$ cat src/rtl/gf2_31_prng_stream.sv
// Packs successive 31-bit PRNG states LSB-first into 32-bit stream words, one bounded burst per start.
// Optional running XOR checksum output when GF2_31_PRNG_STREAM_CSUM_EN is defined.
module gf2_31_prng_stream #(
    parameter int LEN_W = 16
) (
    input  logic             clk,
    input  logic             rst,
    input  logic             start,
    input  logic [LEN_W-1:0] len,
    output logic             busy,
    output logic             done,
    output logic             prng_enable,
    input  logic [30:0]      prng_word,
    output logic [31:0]      out_data,
    output logic             out_valid,
    input  logic             out_ready
`ifdef GF2_31_PRNG_STREAM_CSUM_EN
    ,
    output logic [31:0]      csum
`endif
);

    typedef enum logic [1:0] {
        IDLE = 2'd0,
        RUN  = 2'd1,
        DONE = 2'd2
    } state_t;

    state_t state;
    state_t state_next;

    logic [61:0]      acc;
    logic [5:0]       fill;
    logic [LEN_W-1:0] remaining;

    logic             fire;
    logic [5:0]       post;
    logic [LEN_W-1:0] rem_after;
    logic [61:0]      acc_shift;
    logic [61:0]      acc_next;
    logic [5:0]       fill_next;

    always_ff @(posedge clk) begin
        if (rst) begin
            state <= IDLE;
        end else begin
            state <= state_next;
        end
    end

    always_comb begin
        state_next = state;
        case (state)
            IDLE: begin
                if (start) begin
                    state_next = (len != '0) ? RUN : DONE;
                end
            end
            RUN: begin
                if (fire && (remaining == LEN_W'(1))) begin
                    state_next = DONE;
                end
            end
            DONE:    state_next = IDLE;
            default: state_next = IDLE;
        endcase
    end

    // The PRNG only advances when the bits left after this edge's pop fall short
    // of a word and at least one more word is still owed downstream.
    always_comb begin
        busy        = (state == RUN);
        done        = (state == DONE);
        out_valid   = busy && (fill >= 6'd32);
        out_data    = acc[31:0];
        fire        = out_valid && out_ready;
        post        = fill - (fire ? 6'd32 : 6'd0);
        rem_after   = remaining - LEN_W'(fire);
        prng_enable = busy && (post < 6'd32) && (rem_after != '0);
    end

    always_comb begin
        acc_shift = fire ? {32'b0, acc[61:32]} : acc;
        acc_next  = acc_shift;
        fill_next = post;
        if (prng_enable) begin
            acc_next  = acc_shift | ({31'b0, prng_word} << post);
            fill_next = post + 6'd31;
        end
    end

    always_ff @(posedge clk) begin
        if (rst) begin
            acc       <= '0;
            fill      <= '0;
            remaining <= '0;
        end else begin
            case (state)
                IDLE: begin
                    if (start && (len != '0)) begin
                        remaining <= len;
                    end
                end
                RUN: begin
                    acc  <= acc_next;
                    fill <= fill_next;
                    if (fire) begin
                        remaining <= rem_after;
                    end
                end
                DONE: begin
                    acc  <= '0;
                    fill <= '0;
                end
                default: begin
                    acc  <= '0;
                    fill <= '0;
                end
            endcase
        end
    end

`ifdef GF2_31_PRNG_STREAM_CSUM_EN
    // Checksum survives DONE/IDLE so software can read it after the burst.
    always_ff @(posedge clk) begin
        if (rst) begin
            csum <= '0;
        end else if ((state == IDLE) && start) begin
            csum <= '0;
        end else if (fire) begin
            csum <= csum ^ acc[31:0];
        end
    end
`endif

endmodule

$ cat config.mk
export PLATFORM = sky130hd
export DESIGN_NAME = gf2_31_prng_stream
export DESIGN_NICKNAME = d
export VERILOG_FILES = /design/src/rtl/gf2_31_prng_stream.sv
export SDC_FILE = /design/constraint.sdc
export NUM_CORES = 1
export LEC_CHECK = 0
export ABC_AREA = 1
export CORE_MARGIN = 2
export CORE_UTILIZATION = 40
export CTS_BUF_LIST = sky130_fd_sc_hd__clkbuf_4 sky130_fd_sc_hd__clkbuf_8
export DETAILED_ROUTE_END_ITERATION = 7
export PLACE_DENSITY = 0.58
export REMOVE_ABC_BUFFERS = 1
export SYNTH_ARGS = -nofsm -noshare
export SYNTH_HDL_FRONTEND = slang
export SYNTH_SLANG_ARGS = --single-unit
export TNS_END_PERCENT = 100
$ cat constraint.sdc
create_clock -name clk -period 3.4 [get_ports clk]
set_input_delay 0.68 -clock clk [delete_from_list [all_inputs] [get_ports clk]]
set_output_delay 0.68 -clock clk [all_outputs]
set_load 0.05 [all_outputs]
After elaboration in Yosys (flattened, before gate mapping)
Cells that the tools add are included.

word-level totals
  flip-flop bits (word level) = 86
  input bits = 51
  output and inout port bits = 36

operators by class
  $add $sub $neg = 3
  magnitude comparators = 2
  equality and inequality tests = 7
  shifts and indexed selects = 1
  multiplexer cells = 13
  bitwise gates (word level) = 1
  reductions and logical operators = 12

operator list
  kind                   number
  $mux W62               2
  $pmux W62 S2           1
  $or A62 B62 Y62        1
  $shl A31 B6 Y62        1
  $mux W16               2
  $pmux W16 S2           1
  $reduce_bool A16 Y1    2
  $eq A16 B1 Y1 const B  1
  $sub A16 B1 Y16        1
  $mux W6                2
  $pmux W6 S2            1
  $add A6 B5 Y6 const B  1
  $ge A6 B6 Y1 const B   1
  $logic_and A1 B1 Y1    6
  $lt A6 B6 Y1 const B   1
  $mux W2                3
  $sub A6 B6 Y6          1
  $ne A2 B1 Y1 const B   2
  $ne A2 B2 Y1 const B   2
  $pmux W2 S2            1
  $reduce_and A3 Y1      1
  $eq A2 B1 Y1 const B   1
  $eq A2 B2 Y1 const B   1
  $logic_not A2 Y1       1
  2 further kinds        2

Longest topological paths before layout
  depth after elaboration = 10
  gate-level depth with buffers = 22

Worst setup path before layout
OpenSTA, ideal clock, no wires.

  kind = reg-to-output
  start = reg state[0]
  end = out prng_enable
  arrival time = 2.642 ns
  data required time = 2.720 ns
  path slack = 0.078 ns
  stages on the path, launching flop included = 19
  path buffers = 1
  cell sequence = dfxtp_1 inv_2 nor2_4 inv_2 nor2_4 nand2_2 inv_1 ha_1 ha_1 nand3_2 nor2_2 xor2_1 nor2_1 nand2_1 nor2_2 nand2_4 nand2_4 inv_2 buf_2

on the way
  cells in the longest elaborated chain, start to end = 8

ends and longest elaborated chain
  item                     line  text
  from (decl)              29    state_t state;
  from (signal assigned)   47    state <= state_next;
  $eq A2 B1 Y1 (*)         72    busy = (state == RUN);
  $logic_and A1 B1 Y1 (*)  74    out_valid = busy && (fill >= 6'd32);
  via out_valid            15    output logic out_valid,
  $logic_and A1 B1 Y1 (*)  76    fire = out_valid && out_ready;
  $mux W6                  77    post = fill - (fire ? 6'd32 : 6'd0);
  $sub A6 B6 Y6            77
  $lt A6 B6 Y1             79    prng_enable = busy && (post < 6'd32) && (rem_after != '0);
  $logic_and A1 B1 Y1      79
  $logic_and A1 B1 Y1 (*)  79
  to (decl)                12    output logic prng_enable,

The timed path passes the listed nets; every way through them passes the cells marked *.

Final worst setup path
  start = reg state[0]
  end = out prng_enable

on the way
  cells in the longest elaborated chain, start to end = 8

ends and longest elaborated chain
  item                     line
  $eq A2 B1 Y1 (*)         72
  $logic_and A1 B1 Y1      74
  $logic_and A1 B1 Y1      76
  $mux W6                  77
  $sub A6 B6 Y6            77
  $lt A6 B6 Y1             79
  $logic_and A1 B1 Y1      79
  $logic_and A1 B1 Y1 (*)  79

Every way passes the cells marked *; elsewhere a longest branch is shown, timed or not.

==> impl_summary.log <==
[metrics] CTS Root Buffer Type: sky130_fd_sc_hd__clkbuf_8
[metrics] path type of the worst min-delay path: flip-flop to flip-flop
[metrics] Leakage: 3.577 nW
[metrics] chain of cells forming the critical path: inv_4, nor2_4, inv_2, nor2_4, nand2_2, inv_2, ha_4, ha_4, nand3_4, o21ai_1, o21ai_0, nor2_1, nand2_1, nor2_4, nand2_4, nand2_4, inv_4, buf_12
[metrics] timing-limited maximum frequency: 301.1 MHz
[metrics] post-synthesis register bit count: 86
[metrics] routed wire length per instance: 15.37 µm
[metrics] first-pass detailed-route iteration total: 5
[metrics] initial detailed-routing violation count: 472
[metrics] initial cell density of the core: 0.4079
[metrics] Clock Tree Buf Depth: 2
[metrics] result of the run: finished, final reports clean
[metrics] number of buffers and inverters on the critical path: 5
[metrics] Ant. Diodes: 0
[metrics] DRC violation count after routing: 0
[metrics] Worst VDD drop: 258.2 µV
[metrics] initial antenna violation count: 0
[metrics] post-synth design cell area: 6740 µm²
[metrics] chip height: 133.8 µm
[metrics] dominant synthesized flop cell: sky130_fd_sc_hd__dfxtp_1
[metrics] startpoint kind of the worst setup timing path: flip-flop
[metrics] Critical Path Fanout Max: 5
[metrics] die footprint: 17910 µm²
[metrics] Clock Sink Count: 86
[metrics] endpoint kind of the worst setup timing path: primary output
[metrics] Synth Instances: 1150
[metrics] Fin Clk Skew: 10.02 ps
[metrics] slowest cell delay on critical path: 380 ps
[metrics] number of flops mapped to enable cells by yosys: 0
[metrics] Final Slew Violations: 0
[metrics] power per unit of standard cell area: 452.8 nW/µm²
[metrics] pin count of the biggest net entering global routing: 51
[metrics] half-perimeter wire length of the detailed placement result: 15300 µm
[metrics] vias in the first global route: 6736
[metrics] number of buffer cells added on primary ports: 86
[metrics] relative max-transition margin: 0.4187
[metrics] Tightest Pin Transition: 871.0 ps
[metrics] fraction of the core area covered by cells at the end of the flow: 0.4821
[metrics] critical path data required time: 2720 ps
[metrics] Met3 Routed Length: 1138 µm
[metrics] count of hold-fix buffers inserted at cts: 0
[metrics] remaining number of nets flagged by the antenna check after routing: 0
[metrics] highest-delay cell along the critical path: sky130_fd_sc_hd__dfxtp_4
[metrics] max-capacitance violation count: 0
[metrics] top sig layer: met4
[metrics] library cells used by synthesis: 38
[metrics] share of cells above drive strength 1: 0.08369
[metrics] core outline area: 16520 µm²
[metrics] post-detailed-route via-to-cell ratio: 5.210
[metrics] Area growth, synth to finish: 18.19%
[metrics] first-pass GRT wire length: 34870 µm
[metrics] RePlAce Congestion: 0.9018
[metrics] Top delay family on crit path: simple AND/OR/NAND/NOR gates
[metrics] async set-reset flop share out of synthesis: 0
[metrics] detailed-route wire length on metal 1: 10290 µm
[metrics] final worst path period share: 0.9768
[metrics] number of failing hold endpoints at the final stage: 0
[metrics] unrepaired setup endpoints after global routing: true
[metrics] Seq/Total Area, Yosys: 0.2554
[metrics] vias: 7309
[metrics] GRT Residual Overflow: 0
[metrics] clock transition time at the flip-flop clock pins of the worst setup and hold paths: 90 ps
[metrics] Arr. time, crit path: 2640 ps
[metrics] site row count: 47
[metrics] worst setup path class: flip-flop to primary output
[metrics] global-route usage over all layers: 0.2448
[metrics] Setup violations, final: 0
[metrics] Power, Total: 3.607 mW
[metrics] WL met2: 9821 µm
[metrics] clock tree from TritonCTS: built
[metrics] total I/O pin count: 87
[metrics] total wire length after detailed routing: 21570 µm
[metrics] Final min period: 3321 ps
[metrics] library cell appearing most often on the critical path: sky130_fd_sc_hd__nor2_4
[metrics] Clock H-tree levels: 3
[metrics] number of nets at the end of the flow: 1232
[metrics] Skew-Pair Late Insertion Delay: 390 ps
[metrics] Die W: 133.8 µm
[metrics] Yosys warning total: 0
[metrics] number of buffers created by CTS: 9
[metrics] mean post-synth cell area: 5.861 µm²
-- final timing paths --
| path | from | cells after the start | slack [ps] | to |
|---|---|---|---|---|
| max | state[0] | 18 | 80 | prng_enable |
| min | acc[36] | 2 | 470 | acc[36] |
| max reg2reg | state[0] | 22 | 630 | acc[50] |
| min reg2reg | acc[36] | 2 | 470 | acc[36] |
-- repair_timing --
action                                 in CTS  in global routing
pin swaps                                   7                  9
gates cloned                                0                  0
setup endpoints to repair                   1                  1
endpoints found under the hold margin       0                  0
resized for setup                          12                  9
buffers inserted                            1                  3
-- cells in the mapped netlist (6+ instances only) --
cell	n	area (µm²)
sky130_fd_sc_hd__clkbuf_1	36	135.1
sky130_fd_sc_hd__nor2_1	68	255.2
sky130_fd_sc_hd__inv_2	9	33.78
sky130_fd_sc_hd__a21oi_1	85	425.4
sky130_fd_sc_hd__nand2_1	383	1438
sky130_fd_sc_hd__o21ai_0	74	370.4
sky130_fd_sc_hd__buf_2	18	90.09
sky130_fd_sc_hd__mux2i_1	30	300.3
sky130_fd_sc_hd__dfxtp_1	86	1722
sky130_fd_sc_hd__buf_1	21	78.83
sky130_fd_sc_hd__inv_1	54	202.7
sky130_fd_sc_hd__nor2_2	7	43.79
sky130_fd_sc_hd__o21ai_1	7	35.03
sky130_fd_sc_hd__a31oi_1	8	50.05
sky130_fd_sc_hd__nand3_1	178	890.9
sky130_fd_sc_hd__nor2_4	6	67.56
sky130_fd_sc_hd__buf_4	33	247.7
-- power breakdown --
group / switching (mW) / internal, mW / total, mW / leakage [nW]
Combinational: 1.09 / 0.530 / 1.62 / 2.76
Sequential: 0.0547 / 1.08 / 1.13 / 0.700
Clock: 0.412 / 0.444 / 0.856 / 0.113
Total: 1.56 / 2.05 / 3.61 / 3.58
-- worst reg2reg max path, stage by stage (launching register included) --
cell,delay (ps)
sky130_fd_sc_hd__dfxtp_4,380
sky130_fd_sc_hd__inv_4,40
sky130_fd_sc_hd__nor2_4,110
sky130_fd_sc_hd__inv_2,60
sky130_fd_sc_hd__nor2_4,110
sky130_fd_sc_hd__nand2_2,60
sky130_fd_sc_hd__inv_2,80
sky130_fd_sc_hd__ha_4,150
sky130_fd_sc_hd__ha_4,160
sky130_fd_sc_hd__nand3_4,130
sky130_fd_sc_hd__o21ai_1,140
sky130_fd_sc_hd__o21ai_0,110
sky130_fd_sc_hd__nor2_1,130
sky130_fd_sc_hd__nand2_1,100
sky130_fd_sc_hd__nor2_4,150
sky130_fd_sc_hd__nand2_4,60
sky130_fd_sc_hd__nand2_4,100
sky130_fd_sc_hd__buf_4,150
sky130_fd_sc_hd__nor2_4,40
sky130_fd_sc_hd__buf_12,140
sky130_fd_sc_hd__buf_12,130
sky130_fd_sc_hd__nand2_1,50
sky130_fd_sc_hd__a21oi_1,60
-- kinds of logic (layout without fill, tap and decap cells) --
kind of cell / after synthesis / after routing / share of synthesized area
simple gates: 668 / 668 / 0.4260
mux: 30 / 30 / 0.04455
xor+xnor: 3 / 3 / 0.003899
compound gates: 189 / 189 / 0.1476
flops: 86 / 86 / 0.2554
buf+inv: 171 / 204 / 0.1169
fa+ha+maj: 3 / 3 / 0.005570
-- layout by cell type, fill, tap and decap left out, types with 10 or more instances in the layout --
cell,synthesis,routed
sky130_fd_sc_hd__a21oi_1,85,85
sky130_fd_sc_hd__buf_4,33,37
sky130_fd_sc_hd__clkbuf_8,0,10
sky130_fd_sc_hd__clkdlybuf4s50_1,0,82
sky130_fd_sc_hd__dfxtp_1,86,84
sky130_fd_sc_hd__inv_1,54,53
sky130_fd_sc_hd__mux2i_1,30,30
sky130_fd_sc_hd__nand2_1,383,382
sky130_fd_sc_hd__nand3_1,178,178
sky130_fd_sc_hd__nor2_1,68,64
sky130_fd_sc_hd__nor2_4,6,10
sky130_fd_sc_hd__o21ai_0,74,73
-- metal layers --
metal | global-route usage | up-vias
met4 | 0.05969 | 0
met1 | 0.3302 | 3289
met3 | 0.04989 | 24
met5 | 0 | -
li1 | - | 3808
met2 | 0.4017 | 188
-- final cells by class --
| cell class | count | area, µm² |
|---|---|---|
| flip-flops and latches | 86 | 1727 |
| clock buffers | 11 | 145.1 |
| fillers | 1799 | 8558 |
| clock inverters | 5 | 81.33 |
| inverters | 63 | 241.5 |
| repair buffers | 125 | 1196 |
| well taps | 220 | 275.3 |
| multi-input cells | 893 | 4300 |
-- through the flow --
stage               cell area [µm²]  setup TNS [ps]  setup slack (ps)  std cells  hold slack (ps)
CTS                            7918               0             3.701       1400            470.2
global route                   7966          -85.40            -85.40       1403            482.6
detailed placement             7632          -184.1            -178.1       1383            455.9
floorplan                      6188          -78380             -1644       1042            438.6
global placement               7632          -198.8            -191.0       1383            453.2
finish                         7966               0             78.88       1403            468.9
-- flip-flops by register name, summed over array words and instances (netlist names) --
| register | count |
|---|---|
| acc | 62 |
| fill | 6 |
| state | 2 |
| remaining | 16 |
Power figures use the tool's default switching activity.
